--- config.mk ---
export PLATFORM = sky130hd
export DESIGN_NAME = button_debounce
export DESIGN_NICKNAME = d
export VERILOG_FILES = /design/src/rtl/debounce_pkg.sv /design/src/rtl/sync_ff.sv /design/src/rtl/button_debounce.sv
export SDC_FILE = /design/constraint.sdc
export NUM_CORES = 1
export LEC_CHECK = 0
export CAP_MARGIN = 20
export CORE_ASPECT_RATIO = 0.75
export CORE_UTILIZATION = 55
export DETAILED_ROUTE_END_ITERATION = 7
export PLACE_DENSITY = 0.73
export REMOVE_ABC_BUFFERS = 1
export SYNTH_ARGS = -nofsm -noshare
export SYNTH_HDL_FRONTEND = slang
export SYNTH_SLANG_ARGS = --single-unit
--- constraint.sdc ---
create_clock -name i_clk -period 2.4 [get_ports i_clk]
set_input_delay 0.6 -clock i_clk [delete_from_list [all_inputs] [get_ports i_clk]]
set_output_delay 0.6 -clock i_clk [all_outputs]
set_load 0.02 [all_outputs]
--- src/rtl/debounce_pkg.sv ---
// Shared types and constants for the pad debouncer and its synchronizer.
package debounce_pkg;

    localparam int unsigned debounce_min_stable = 2;

    typedef enum logic [1:0] {
        ST_LOW,
        ST_PEND_HIGH,
        ST_HIGH,
        ST_PEND_LOW
    } debounce_state_t;

endpackage

--- src/rtl/sync_ff.sv ---
// Multi-flop synchronizer for a single asynchronous bit; resets to RESET_VAL.
module sync_ff #(
    parameter int unsigned STAGES    = 2,
    parameter logic        RESET_VAL = 1'b0
) (
    input  logic i_clk,
    input  logic i_rst_n,
    input  logic i_d,
    output logic o_q
);

    logic [STAGES-1:0] sync_q;

    always_ff @(posedge i_clk or negedge i_rst_n) begin
        if (!i_rst_n) begin
            sync_q <= {STAGES{RESET_VAL}};
        end else begin
            sync_q <= {sync_q[STAGES-2:0], i_d};
        end
    end

    assign o_q = sync_q[STAGES-1];

endmodule

--- src/rtl/button_debounce.sv ---
// Synchronizes and debounces a raw pad into a clean level plus one-cycle rise/fall strobes.
module button_debounce
    import debounce_pkg::*;
#(
    parameter int unsigned SYNC_STAGES   = 2,
    parameter int unsigned STABLE_CYCLES = 250000,
    parameter bit          INVERT        = 1'b0
) (
    input  logic i_clk,
    input  logic i_rst_n,
    input  logic i_in,
    output logic o_level,
    output logic o_rise,
    output logic o_fall
);

    localparam int unsigned CNT_W = $clog2(STABLE_CYCLES + 1);
    localparam logic [CNT_W-1:0] CNT_ONE  = CNT_W'(1);
    localparam logic [CNT_W-1:0] CNT_LAST = CNT_W'(STABLE_CYCLES - 1);

    if (SYNC_STAGES < debounce_min_stable || STABLE_CYCLES < debounce_min_stable) begin : g_param_err
        $error("button_debounce: SYNC_STAGES and STABLE_CYCLES must both be >= 2");
    end

    logic            sync_out;
    logic            s;
    debounce_state_t state;
    logic [CNT_W-1:0] cnt;

    // Reset to the idle pad value so a resting pad never looks like an edge.
    sync_ff #(
        .STAGES   (SYNC_STAGES),
        .RESET_VAL(INVERT)
    ) u_sync (
        .i_clk  (i_clk),
        .i_rst_n(i_rst_n),
        .i_d    (i_in),
        .o_q    (sync_out)
    );

    assign s = sync_out ^ INVERT;

    always_ff @(posedge i_clk or negedge i_rst_n) begin
        if (!i_rst_n) begin
            state   <= ST_LOW;
            cnt     <= '0;
            o_level <= 1'b0;
            o_rise  <= 1'b0;
            o_fall  <= 1'b0;
        end else begin
            o_rise <= 1'b0;
            o_fall <= 1'b0;
            unique case (state)
                ST_LOW: begin
                    if (s) begin
                        state <= ST_PEND_HIGH;
                        cnt   <= CNT_ONE;
                    end
                end
                ST_PEND_HIGH: begin
                    if (!s) begin
                        state <= ST_LOW;
                        cnt   <= '0;
                    end else if (cnt == CNT_LAST) begin
                        state   <= ST_HIGH;
                        cnt     <= '0;
                        o_level <= 1'b1;
                        o_rise  <= 1'b1;
                    end else begin
                        cnt <= cnt + CNT_ONE;
                    end
                end
                ST_HIGH: begin
                    if (!s) begin
                        state <= ST_PEND_LOW;
                        cnt   <= CNT_ONE;
                    end
                end
                ST_PEND_LOW: begin
                    if (s) begin
                        state <= ST_HIGH;
                        cnt   <= '0;
                    end else if (cnt == CNT_LAST) begin
                        state   <= ST_LOW;
                        cnt     <= '0;
                        o_level <= 1'b0;
                        o_fall  <= 1'b1;
                    end else begin
                        cnt <= cnt + CNT_ONE;
                    end
                end
                default: begin
                    state <= ST_LOW;
                    cnt   <= '0;
                end
            endcase
        end
    end

endmodule

# ---- Yosys cells after proc, flatten, opt, wreduce, memory -nomap -nowiden
# Cells that the tools add are included.
# W data, S select, Z words.
dict set report totals {
  register_bits 25
  latch_bits 0
  ram_bits 0
  romBits 0
  inputBits 3
  output_inout_bits 3
  elab_cells 47
  n_memories 0
}
dict set report classes {
  add_sub_neg 1
  n_mul 0
  n_div 0
  order_cmp 0
  n_eq_ne 12
  shifts 0
  n_mux 23
  n_bitwise 0
  n_reduce_logical 5
}
# operator n
set ops {}
lappend ops {{$mux W18} 5}
lappend ops {{$pmux W18 S4} 1}
lappend ops {{$add A18 B1 Y18 const B} 1}
lappend ops {{$eq A18 B18 Y1 const B} 1}
lappend ops {{$mux W2} 6}
lappend ops {{$mux W1} 9}
lappend ops {{$ne A2 B2 Y1 const B} 4}
lappend ops {{$pmux W2 S4} 1}
lappend ops {{$reduce_and A5 Y1} 1}
lappend ops {{$eq A2 B2 Y1 const B} 2}
lappend ops {{$ne A2 B1 Y1 const B} 2}
lappend ops {{$reduce_and A4 Y1} 1}
lappend ops {{$ne A3 B2 Y1 const B} 1}
lappend ops {{$ne A3 B3 Y1 const B} 1}
lappend ops {{$eq A2 B1 Y1 const B} 1}
lappend ops {{$logic_not A2 Y1} 1}
lappend ops {{$pmux W1 S2} 1}
lappend ops {{$reduce_and A2 Y1} 1}
lappend ops {{$reduce_bool A2 Y1} 1}

# ---- Logic depth before layout (Yosys ltp)
# Gate-level depths: netlist (run 1).
dict set report logic_depth {
  ltp_word 4
  depth_mapped 7
  mapped_depth_nobuf 6
}

# ---- Cells and area by module
# From an unflattened synthesis (run 1), not the netlist that was laid out.
dict set report unflattened {
  hier_cells 138
  area_unflattened_um2 1267.5
}
# module n_inst cells_each area_per_inst_um2
set by_module_without_submodules {}
lappend by_module_without_submodules {button_debounce 1 136 1217.4}
lappend by_module_without_submodules {sync_ff 1 2 50.0}

# ---- Least setup slack after synthesis (run 1)
# Ideal clock, no wire load.
dict set report synth_path {
  kind {flip-flop to flip-flop}
  start {register cnt[0]}
  end {register cnt[16]}
  setup_ns 0.118
  arrival_ns 1.603
  required_ns 2.282
  path_slack_ns 0.679
  path_stages_with_launch 8
  path_buffers 1
  path_cell_list {dfrtp_1 ha_1 and3_2 nand4_2 o21ai_4 buf_6 o21ai_1 a21o_1}
}
dict set report synth_between {
  elab_chain_cells 4
}
# element line_no
set synth_lines {}
lappend synth_lines {{from (decl)} button_debounce.sv:28} ;# logic [CNT_W-1:0] cnt;
lappend synth_lines {{from (signal assigned)} button_debounce.sv:70} ;# cnt <= cnt + CNT_ONE;
lappend synth_lines {{from (signal assigned)} button_debounce.sv:89} ;# cnt <= cnt + CNT_ONE;
lappend synth_lines {{$add A18 B1 Y18 or $eq A18 B18 Y1 (tied branches)} n/a}
lappend synth_lines {{$mux W18 *} {button_debounce.sv:64, button_debounce.sv:83}}
lappend synth_lines {{$mux W18, on equally long branches} {button_debounce.sv:80, button_debounce.sv:61}}
lappend synth_lines {{$pmux W18 S4 *} button_debounce.sv:53} ;# unique case (state)
# Every way passes the cells marked *; elsewhere a longest branch is shown, timed or not.
# A chain may end at the register's enable or synchronous reset.

# ---- Worst setup path after layout (run 1)
dict set report layout_path {
  start {register cnt[0]}
  end {register cnt[9]}
}
# Same word-level chain as after synthesis.

==> results of run 1 <==
-- cell usage in the layout, fill, tap and decap left out, drive strengths merged, types with 3 or more instances in the layout --
cell and n:
nor2 8, o21ai 15, and4 4, dfrtp 25, nor3b 6, clkbuf 3
and3 5, and2 4, clkdlybuf4s50 5, a21o 9, nand4 6, nand2 15
nor3 5, nand3 10
-- per-stage QoR --
step           hold WS [ns]  setup WS, ns  std cells
3_3_place_gp          0.332         0.488        176
2_1_floorplan         0.304         0.654        136
3_5_place_dp          0.336         0.399        176
5_1_grt               0.368         0.163        180
4_1_cts               0.363         0.370        180
6_report              0.350         0.373        180
-- area by class of cell --
cell class                 instances  area [µm²]  share of cell area [%]
multi-input combinational        109         708                    48.2
sequential                        25         626                    42.6
timing repair buffer               6        57.6                    3.92
tap                               34        42.5                    2.90
clock buffer                       3        22.5                    1.53
inverter                           2        7.51                   0.511
clock inverter                     1        5.00                   0.341
-- synth_stat cells (2+ instances only) --
cell      count
dfrtp_1      25
nand2_1      15
o21ai_0      11
nand3_1      10
a21o_1        8
nor2_1        8
nor3b_1       6
nor3_1        5
and3_1        4
and4_1        4
nand4_1       4
and2_1        3
o21ai_1       3
buf_6         2
inv_1         2
nand4_2       2
nor4b_2       2
o211ai_1      2
o31ai_1       2
-- sequential cells by signal, indices dropped and copies added (netlist names), named ones only --
register and flops:
o_fall 1, o_rise 1, u_sync.sync_q 2, state 1, o_level 1, cnt 18
-- power breakdown --
| group | leakage (nW) | switching, mW | total (mW) | internal, mW |
|---|---|---|---|---|
| Sequential | 0.339 | 0.0107 | 0.440 | 0.429 |
| Clock | 0.0177 | 0.127 | 0.189 | 0.0624 |
| Combinational | 0.314 | 0.0333 | 0.0507 | 0.0175 |
-- cells by family after synthesis --
family / share of synthesized area (%)
buffers and inverters: 2.47
AO/OA/AOI/OAI: 17.8
AND/OR/NAND/NOR: 30.6
adder cells (fa/ha/maj): 0.915
XOR/XNOR: 2.47
flip-flops: 45.7
-- worst max-delay path by stage --
stage,startpoint,endpoint,slack [ns],depth (start not counted)
5_1_grt,cnt[0],cnt[9],0.16,6
3_3_place_gp,cnt[0],cnt[14],0.49,6
4_1_cts,cnt[0],cnt[15],0.37,6
2_1_floorplan,cnt[0],cnt[12],0.65,6
6_report,cnt[0],cnt[9],0.37,6
3_5_place_dp,cnt[0],cnt[15],0.40,6
-- metal layers --
layer	vias up	global-route usage [%]	part of all wire, %
li1	532	-	-
met1	530	32.1	51
met2	17	33.9	46
met3	2	6.02	3.3
met4	0	2.79	0.54
met5	-	0	0
-- worst reg2reg max path: stages (launching register included) --
cell and delay (ns):
dfrtp_1 0.44, ha_1 0.30, and3_2 0.26, nand4_2 0.15, o21ai_4 0.41, o21ai_0 0.17
a21o_1 0.20
==> flow_summary.ini, run 1 <==
[status]
status = finished clean

[logic_synthesis]
async_reset_ff_share_pct = 100
synth_area_um2 = 1370
synth_cell_type_count = 40
synth.area.top_cells = dfrtp_1 (46%), a21o_1 (4.4%), nand2_1 (4.1%)
ys_seq_area_share_pct = 45.7
synth_edf_count = 0
yosysTopAreaCellShare_pct = 45.7
ys.flop_type = dfrtp_1
synth.avg_cell_area_um2 = 9.84
yosys.area.top_type = dfrtp_1
ys_warn_count = 0
synthCells = 139
ys_seq_elements = 25

[critical_path]
critical_path_class = register to register
critical_path_buf_inv_count = 0
crit_path_start_kind = register
crit_path_max_incr_delay_ns = 0.44
rrSetupSlack_ns = 0.37
crit_fanout = 18
cp.required_ns = 2.62
slowest_stage = dfrtp_1
worstPathCellList = ha_1 > and3_2 > nand4_2 > o21ai_4 > o21ai_0 > a21o_1
reg2reg_from = cnt[0]
critical_path.top_delay_family = compound AO/OA/AOI/OAI gates
endpoint_kind = register
r2r-end = cnt[9]
cp.arrival_ns = 2.24
r2r_cells = 6

[clock_tree]
root_buffer = clkbuf_4
clkLatencyLatePin_ns = 0.32
path_clk_slew_ns = 0.14
cts_tree = built
numCtsBuffers = 3
cts_resized = 0
clock_path_buffers = 2
cts_max_level = 1
clock_sinks = 25
cts_hold_repair.buffers = 0
cts_setup_buffers = 0

[timing]
max_freq_ghz = 0.493
min_period_over_period_pct = 84.4
skew_ns = 0.0137
tns_ns = 0
rsz0062_at_grt = false
maxSlewViolCount = 0
finalHoldViolations = 0
tightestPinTransition_ns = 0.568
max_slew_margin_pct = 61.9
min_period_ns = 2.03
setup_violations = 0

[grt]
overflow = 0
grt_max_degree = 26
antenna_found_initial = 0
grt_pass1_wl_um = 4400
grt_pass1_vias = 913
track_usage_pct = 22.0

[finish]
drive_above_1_share_pct = 11.0
area_delta_synth_final_pct = 7.41
final_net_count = 151
n_antenna_cell = 0
n_fill_cell = 203
fin_area_um2 = 1470
finish.utilization_pct = 63.1

[pwr]
p_leak_nw = 0.671
vdd_drop_max_v = 0.000300
powerDensity_nw_per_um2 = 463
p_total_mw = 0.680

[placed_design]
port_buffers = 5
placed_area_um2 = 1440
dp_hpwl_um = 1870
place_congestion = 0.820

[floorplan]
core_um2 = 2330
io_pins = 6
fp.dieH_um = 45.2
die_area_um2 = 2690
num_rows = 15
start_util_pct = 58.8
dieWidth_um = 59.6

[job]
cap_viol_max_count = 0

[routing]
ant_nets = 0
vias = 1081
drc_errors = 0
drt-initial-drc-count = 33
wl_per_cell_um = 14.3
dr.pass1.iters = 4
routed_via_density = 6.01
drt-total-wl_um = 2570

[hold_path]
min_path_cells = 0
min_from = u_sync.sync_q[0]
hp-class = register to register
min_to = u_sync.sync_q[1]
Power figures use the tool's default switching activity.
==> run 2, diff against run 1 <==
clock period = 2.1 ns   (was 2.4 ns; I/O delays follow)
==> run 2 against run 1 <==
Net effect: wire length increased by 21%; sequential cell count unchanged; total power increased by 17%; count of clock-buffer cells in the layout increased by 1; sequential power increased by 15%; non-clock buffer count increased by 4.
==> flow_summary.ini, run 2 (same netlist as run 1, synthesis figures left out) <==
[status]
status = finished clean

[floorplan]
num_rows = 15
dieWidth_um = 59.6
io_pins = 6
die_area_um2 = 2690
start_util_pct = 58.8
core_um2 = 2330
fp.dieH_um = 45.2

[clock_tree]
root_buffer = clkbuf_4
cts_tree = built
clock_path_buffers = 2
clkLatencyLatePin_ns = 0.33
cts_resized = 0
numCtsBuffers = 3
clock_sinks = 25
cts_max_level = 1
path_clk_slew_ns = 0.14

[finish]
multi_input_area_um2 = 708
regMostFlops = cnt
final_cell_mix = dfrtp_1 (25), nand2_1 (15), o21ai_0 (11)
n_antenna_cell = 0
finish.utilization_pct = 64.9
drive_above_1_share_pct = 12.7
largest_reg_flops = 18
largestRegisters = cnt (18), u_sync.sync_q (2)
n_fill_cell = 206
final_net_count = 155
area_delta_synth_final_pct = 10.4
final_common_cell = dfrtp_1
ff_latch_area_um2 = 626

[critical_path]
cp.required_ns = 2.37
crit_fanout = 18
critical_path_class = register to register
crit_path_start_kind = register
endpoint_kind = register
cp.arrival_ns = 2.18

[grt]
grt_pass1_vias = 1035
grt_max_degree = 26
overflow = 0
grt_pass1_wl_um = 4930
track_usage_pct = 25.4
antenna_found_initial = 0

[routing]
drt-initial-drc-count = 78
dr.pass1.iters = 4
ant_nets = 0
routed_via_density = 6.34
drt-total-wl_um = 3110
wl_per_cell_um = 16.9
vias = 1167
drc_errors = 0

[placed_design]
place_congestion = 0.829
port_buffers = 5
pre_cts_ws_ns = 0.135
dp_hpwl_um = 2120

[timing]
max_freq_ghz = 0.523
fin_ws_ns = 0.188
max_slew_margin_pct = 59.8
finalHoldViolations = 0
setup_violations = 0
min_period_over_period_pct = 91.0
min_period_ns = 1.91
tightestPinTransition_ns = 0.598
maxSlewViolCount = 0
tns_ns = 0
rsz0062_at_grt = false
skew_ns = 0.0114
timing.hold.ws_ns = 0.380

[pwr]
powerDensity_nw_per_um2 = 526
vdd_drop_max_v = 0.000358
p_total_mw = 0.794
p_leak_nw = 0.694

[hold_path]
hp-class = register to register

[job]
cap_viol_max_count = 0
## run 2: critical path, stage by stage (launching register included)
cell	delay [ns]
dfrtp_1	0.49
xor2_2	0.29
and2_1	0.34
o21ai_4	0.10
buf_12	0.16
o41a_1	0.40
nand2_1	0.06
## run 2: through the flow
stage | instance area, µm² | std cells
3_5_place_dp | 1460 | 179
5_1_grt | 1510 | 184
3_3_place_gp | 1460 | 179
4_1_cts | 1490 | 183
2_1_floorplan | 1340 | 136
6_report | 1510 | 184
## run 2: power breakdown
part / switching [mW] / internal, mW
combinational: 0.0427 / 0.0255
sequential: 0.0138 / 0.491
clock: 0.147 / 0.0745
total: 0.203 / 0.591
## run 2: final cells by class
type                            instances  share of cell area [%]
Tap cell                               34                    2.82
Timing Repair Buffer                   10                    6.63
Multi-Input combinational cell        109                    46.9
Sequential cell                        25                    41.4
Clock buffer                            4                    1.74
Inverter                                2                   0.497
## run 2: metal layers
layer / up-vias / global-route usage [%] / share of wire (%)
li1: 541 / - / -
met2: 45 / 42.2 / 50
met4: 0 / 5.58 / 1.1
met3: 4 / 5.16 / 4.9
met5: - / 0 / 0
met1: 577 / 34.6 / 44
## run 2: path summary, 6_finish.rpt
kind / to / cells past startpoint / slack (ns) / from
max: cnt[5] / 6 / 0.19 / register
min: u_sync.sync_q[1] / 0 / 0.38 / u_sync.sync_q[0]
max reg2reg: cnt[5] / 6 / 0.19 / register
min reg2reg: u_sync.sync_q[1] / 0 / 0.38 / u_sync.sync_q[0]
max in group asynchronous: cnt[5] / 2 / 1.30 / i_rst_n
min in group asynchronous: cnt[13] / 2 / 0.54 / i_rst_n
## run 2: timing repair
action	4_1_cts	5_1_grt
hold buffers	0	0
setup buffers	0	1
hold endpoints to repair	0	0
endpoints found under the setup margin	0	6
==> run 3, diff against run 2 <==
--- a/config.mk
+++ b/config.mk
@@ -10,7 +10,9 @@
 export CORE_UTILIZATION = 55
 export DETAILED_ROUTE_END_ITERATION = 7
-export PLACE_DENSITY = 0.73
+export PLACE_DENSITY = 0.74
 export REMOVE_ABC_BUFFERS = 1
+export SKIP_CTS_REPAIR_TIMING = 1
 export SYNTH_ARGS = -nofsm -noshare
 export SYNTH_HDL_FRONTEND = slang
+export SYNTH_HIERARCHICAL = 1
 export SYNTH_SLANG_ARGS = --single-unit
==> constraint.sdc (replaced) <==
create_clock -name i_clk -period 2.1 [get_ports i_clk]
set_input_delay 0.63 -clock i_clk [delete_from_list [all_inputs] [get_ports i_clk]]
set_output_delay 0.63 -clock i_clk [all_outputs]
set_load 0.02 [all_outputs]
==> run 3 against run 2 <==
Net effect: the flow now finishes with violations (DRC); highest routed layer unchanged; via count decreased by 9.7%; maximum frequency is 3.1% lower; clock power is 4% higher; non-clock buffer count is 1 lower; synthesized cell count fell by 0.72%; setup slack worse by 0.062 ns; critical path depth fell by 5; critical endpoint is now o_level; register-to-register slack gained 0.03 ns; sequential share of layout area increased by 3.3 points; die area decreased by 7.0%; critical path type is now register to output port; cell count is 6.5% lower; core utilization grew 2.2 points.
==> flow_summary.ini, run 3 <==
[status]
status = finished, violations left
failed_checks = DRC

[logic_synthesis]
yosys.area.top_type = dfrtp_1
synth_area_um2 = 1270
ys_seq_elements = 25
synth.area.top_cells = dfrtp_1 (49%), nand3_1 (6.3%), o21ai_0 (5.1%)
ys.flop_type = dfrtp_1
ys_warn_count = 6
yosys-top-cells-count = dfrtp_1 (25), nand3_1 (16), o21ai_0 (13)
async_reset_ff_share_pct = 100
synth_edf_count = 0
ys_seq_area_share_pct = 49.4
yosysTopAreaCellShare_pct = 49.4
synth_cell_type_count = 34
synthCells = 138
synth.most_common_cell = dfrtp_1
synth.avg_cell_area_um2 = 9.18

[placed_design]
port_buffers = 5
place_congestion = 0.832
dp_hpwl_um = 1830
dpl.cell_count = 168

[finish]
drive_above_1_share_pct = 8.11
final_cells = 172
regMostFlops = cnt
final_common_cell = dfrtp_1
final_net_count = 153
finish.utilization_pct = 67.0
largest_reg_flops = 18
final_cell_mix = dfrtp_1 (25), nand3_1 (16), o21ai_0 (13)
n_antenna_cell = 0
largestRegisters = cnt (18), u_sync/sync_q (2)
ff_latch_area_um2 = 626
n_fill_cell = 173
multi_input_area_um2 = 602
area_delta_synth_final_pct = 10.3

[critical_path]
cp.arrival_ns = 1.34
critical_path.endpoint = o_level
slowest_stage = clkdlybuf4s50_1
crit_path_max_incr_delay_ns = 0.62
crit_path_start_kind = register
endpoint_kind = output port
r2r-end = cnt[8]
critical_path_class = register to output port
critical_path.top_delay_family = buffers and inverters
cp.required_ns = 1.47
crit_fanout = 3
startpoint = o_level
critical_path_buf_inv_count = 1
path_depth = 1
r2r_cells = 6
reg2reg_from = cnt[0]
worstPathCellList = clkdlybuf4s50_1
rrSetupSlack_ns = 0.22

[routing]
dr.pass1.iters = 6
vias = 1054
wl_per_cell_um = 14.8
routed_via_density = 6.13
drc_errors = 1
drt-initial-drc-count = 44
ant_nets = 0
drt-total-wl_um = 2550

[pwr]
p_leak_nw = 0.583
powerDensity_nw_per_um2 = 886
vdd_drop_max_v = 0.000679
p_total_mw = 1.24

[timing]
tns_ns = 0
skew_ns = 0.00400
maxSlewViolCount = 0
timing.hold.ws_ns = 0.370
max_freq_ghz = 0.507
setup_violations = 0
min_period_ns = 1.97
rsz0062_at_grt = false
min_period_over_period_pct = 94.0
finalHoldViolations = 0
max_slew_margin_pct = 43.2
tightestPinTransition_ns = 0.849

[floorplan]
fp.dieH_um = 43.6
core_um2 = 2080
io_pins = 6
num_rows = 14
start_util_pct = 60.8
die_area_um2 = 2500
dieWidth_um = 57.4

[clock_tree]
clock_sinks = 25
cts_tree = built
root_buffer = clkbuf_4
clkLatencyLatePin_ns = 0.33
numCtsBuffers = 3
clock_path_buffers = 2
cts_max_level = 1
path_clk_slew_ns = 0.14

[grt]
grt_max_degree = 26
grt_pass1_vias = 929
antenna_found_initial = 0
overflow = 0
grt_pass1_wl_um = 4370
track_usage_pct = 23.6

[hold_path]
hp-class = register to register

[job]
cap_viol_max_count = 0
## run 3: worst min path at each step
stage / cells past startpoint / endpoint / slack [ns] / from
after floorplan: 0 / asynchronous set/reset pin / 0.33 / i_rst_n
after global placement: 0 / u_sync/sync_q[1] / 0.34 / u_sync/sync_q[0]
after detailed placement: 0 / u_sync/sync_q[1] / 0.34 / u_sync/sync_q[0]
after CTS: 0 / u_sync/sync_q[1] / 0.37 / u_sync/sync_q[0]
after global routing: 0 / u_sync/sync_q[1] / 0.38 / u_sync/sync_q[0]
final: 0 / u_sync/sync_q[1] / 0.37 / u_sync/sync_q[0]
## run 3: worst reg2reg max path, cell delays in order, from the launching register on
cell and delay [ns]:
dfrtp_1 0.42, ha_1 0.24, nand3_1 0.17, nor4_4 0.35, a21o_2 0.31, o21ai_0 0.13
a21o_1 0.18
## run 3: through the flow
step	area, µm²	setup WS (ns)
after floorplan	1250	0.366
after global placement	1360	0.181
after detailed placement	1360	0.125
after CTS	1390	0.106
after global routing	1400	0.0477
final	1400	0.126
## run 3: cells by family (layout without fill, tap and decap cells)
logic type               count (synthesis)  count (layout)  share of synthesized area, %
multiplexers                             2               2                          1.58
buffers and inverters                   11              21                          3.95
XOR/XNOR                                 3               3                          2.67
adder cells (fa/ha/maj)                  1               1                         0.987
AND/OR/NAND/NOR                         62              62                          25.8
AO/OA/AOI/OAI                           34              34                          15.7
flip-flops                              25              25                          49.4
## run 3: report_power, final
part / internal, mW / leakage (nW) / total [mW] / switching [mW]
clock: 0.0731 / 0.0139 / 0.230 / 0.157
sequential: 0.524 / 0.337 / 0.587 / 0.0627
combinational: 0.156 / 0.232 / 0.422 / 0.266
total: 0.753 / 0.583 / 1.24 / 0.485
## run 3: area by class of cell
class,count,share of cell area [%]
Clock inverter,1,0.537
Sequential cell,25,44.8
Clock buffer,3,1.61
Tap cell,24,2.15
Timing Repair Buffer,9,5.73
Inverter,8,2.15
Multi-Input combinational cell,102,43.1
## run 3: per-layer routing
layer  up-vias  share of wire [%]  wire length [µm]  GRT usage (%)
met5         -                  0                 0              0
met4         0                1.1                27           5.37
met2        27                 44              1120           33.5
met3         5                4.4               113           6.57
li1        517                  -                 -              -
met1       505                 51              1290           36.1
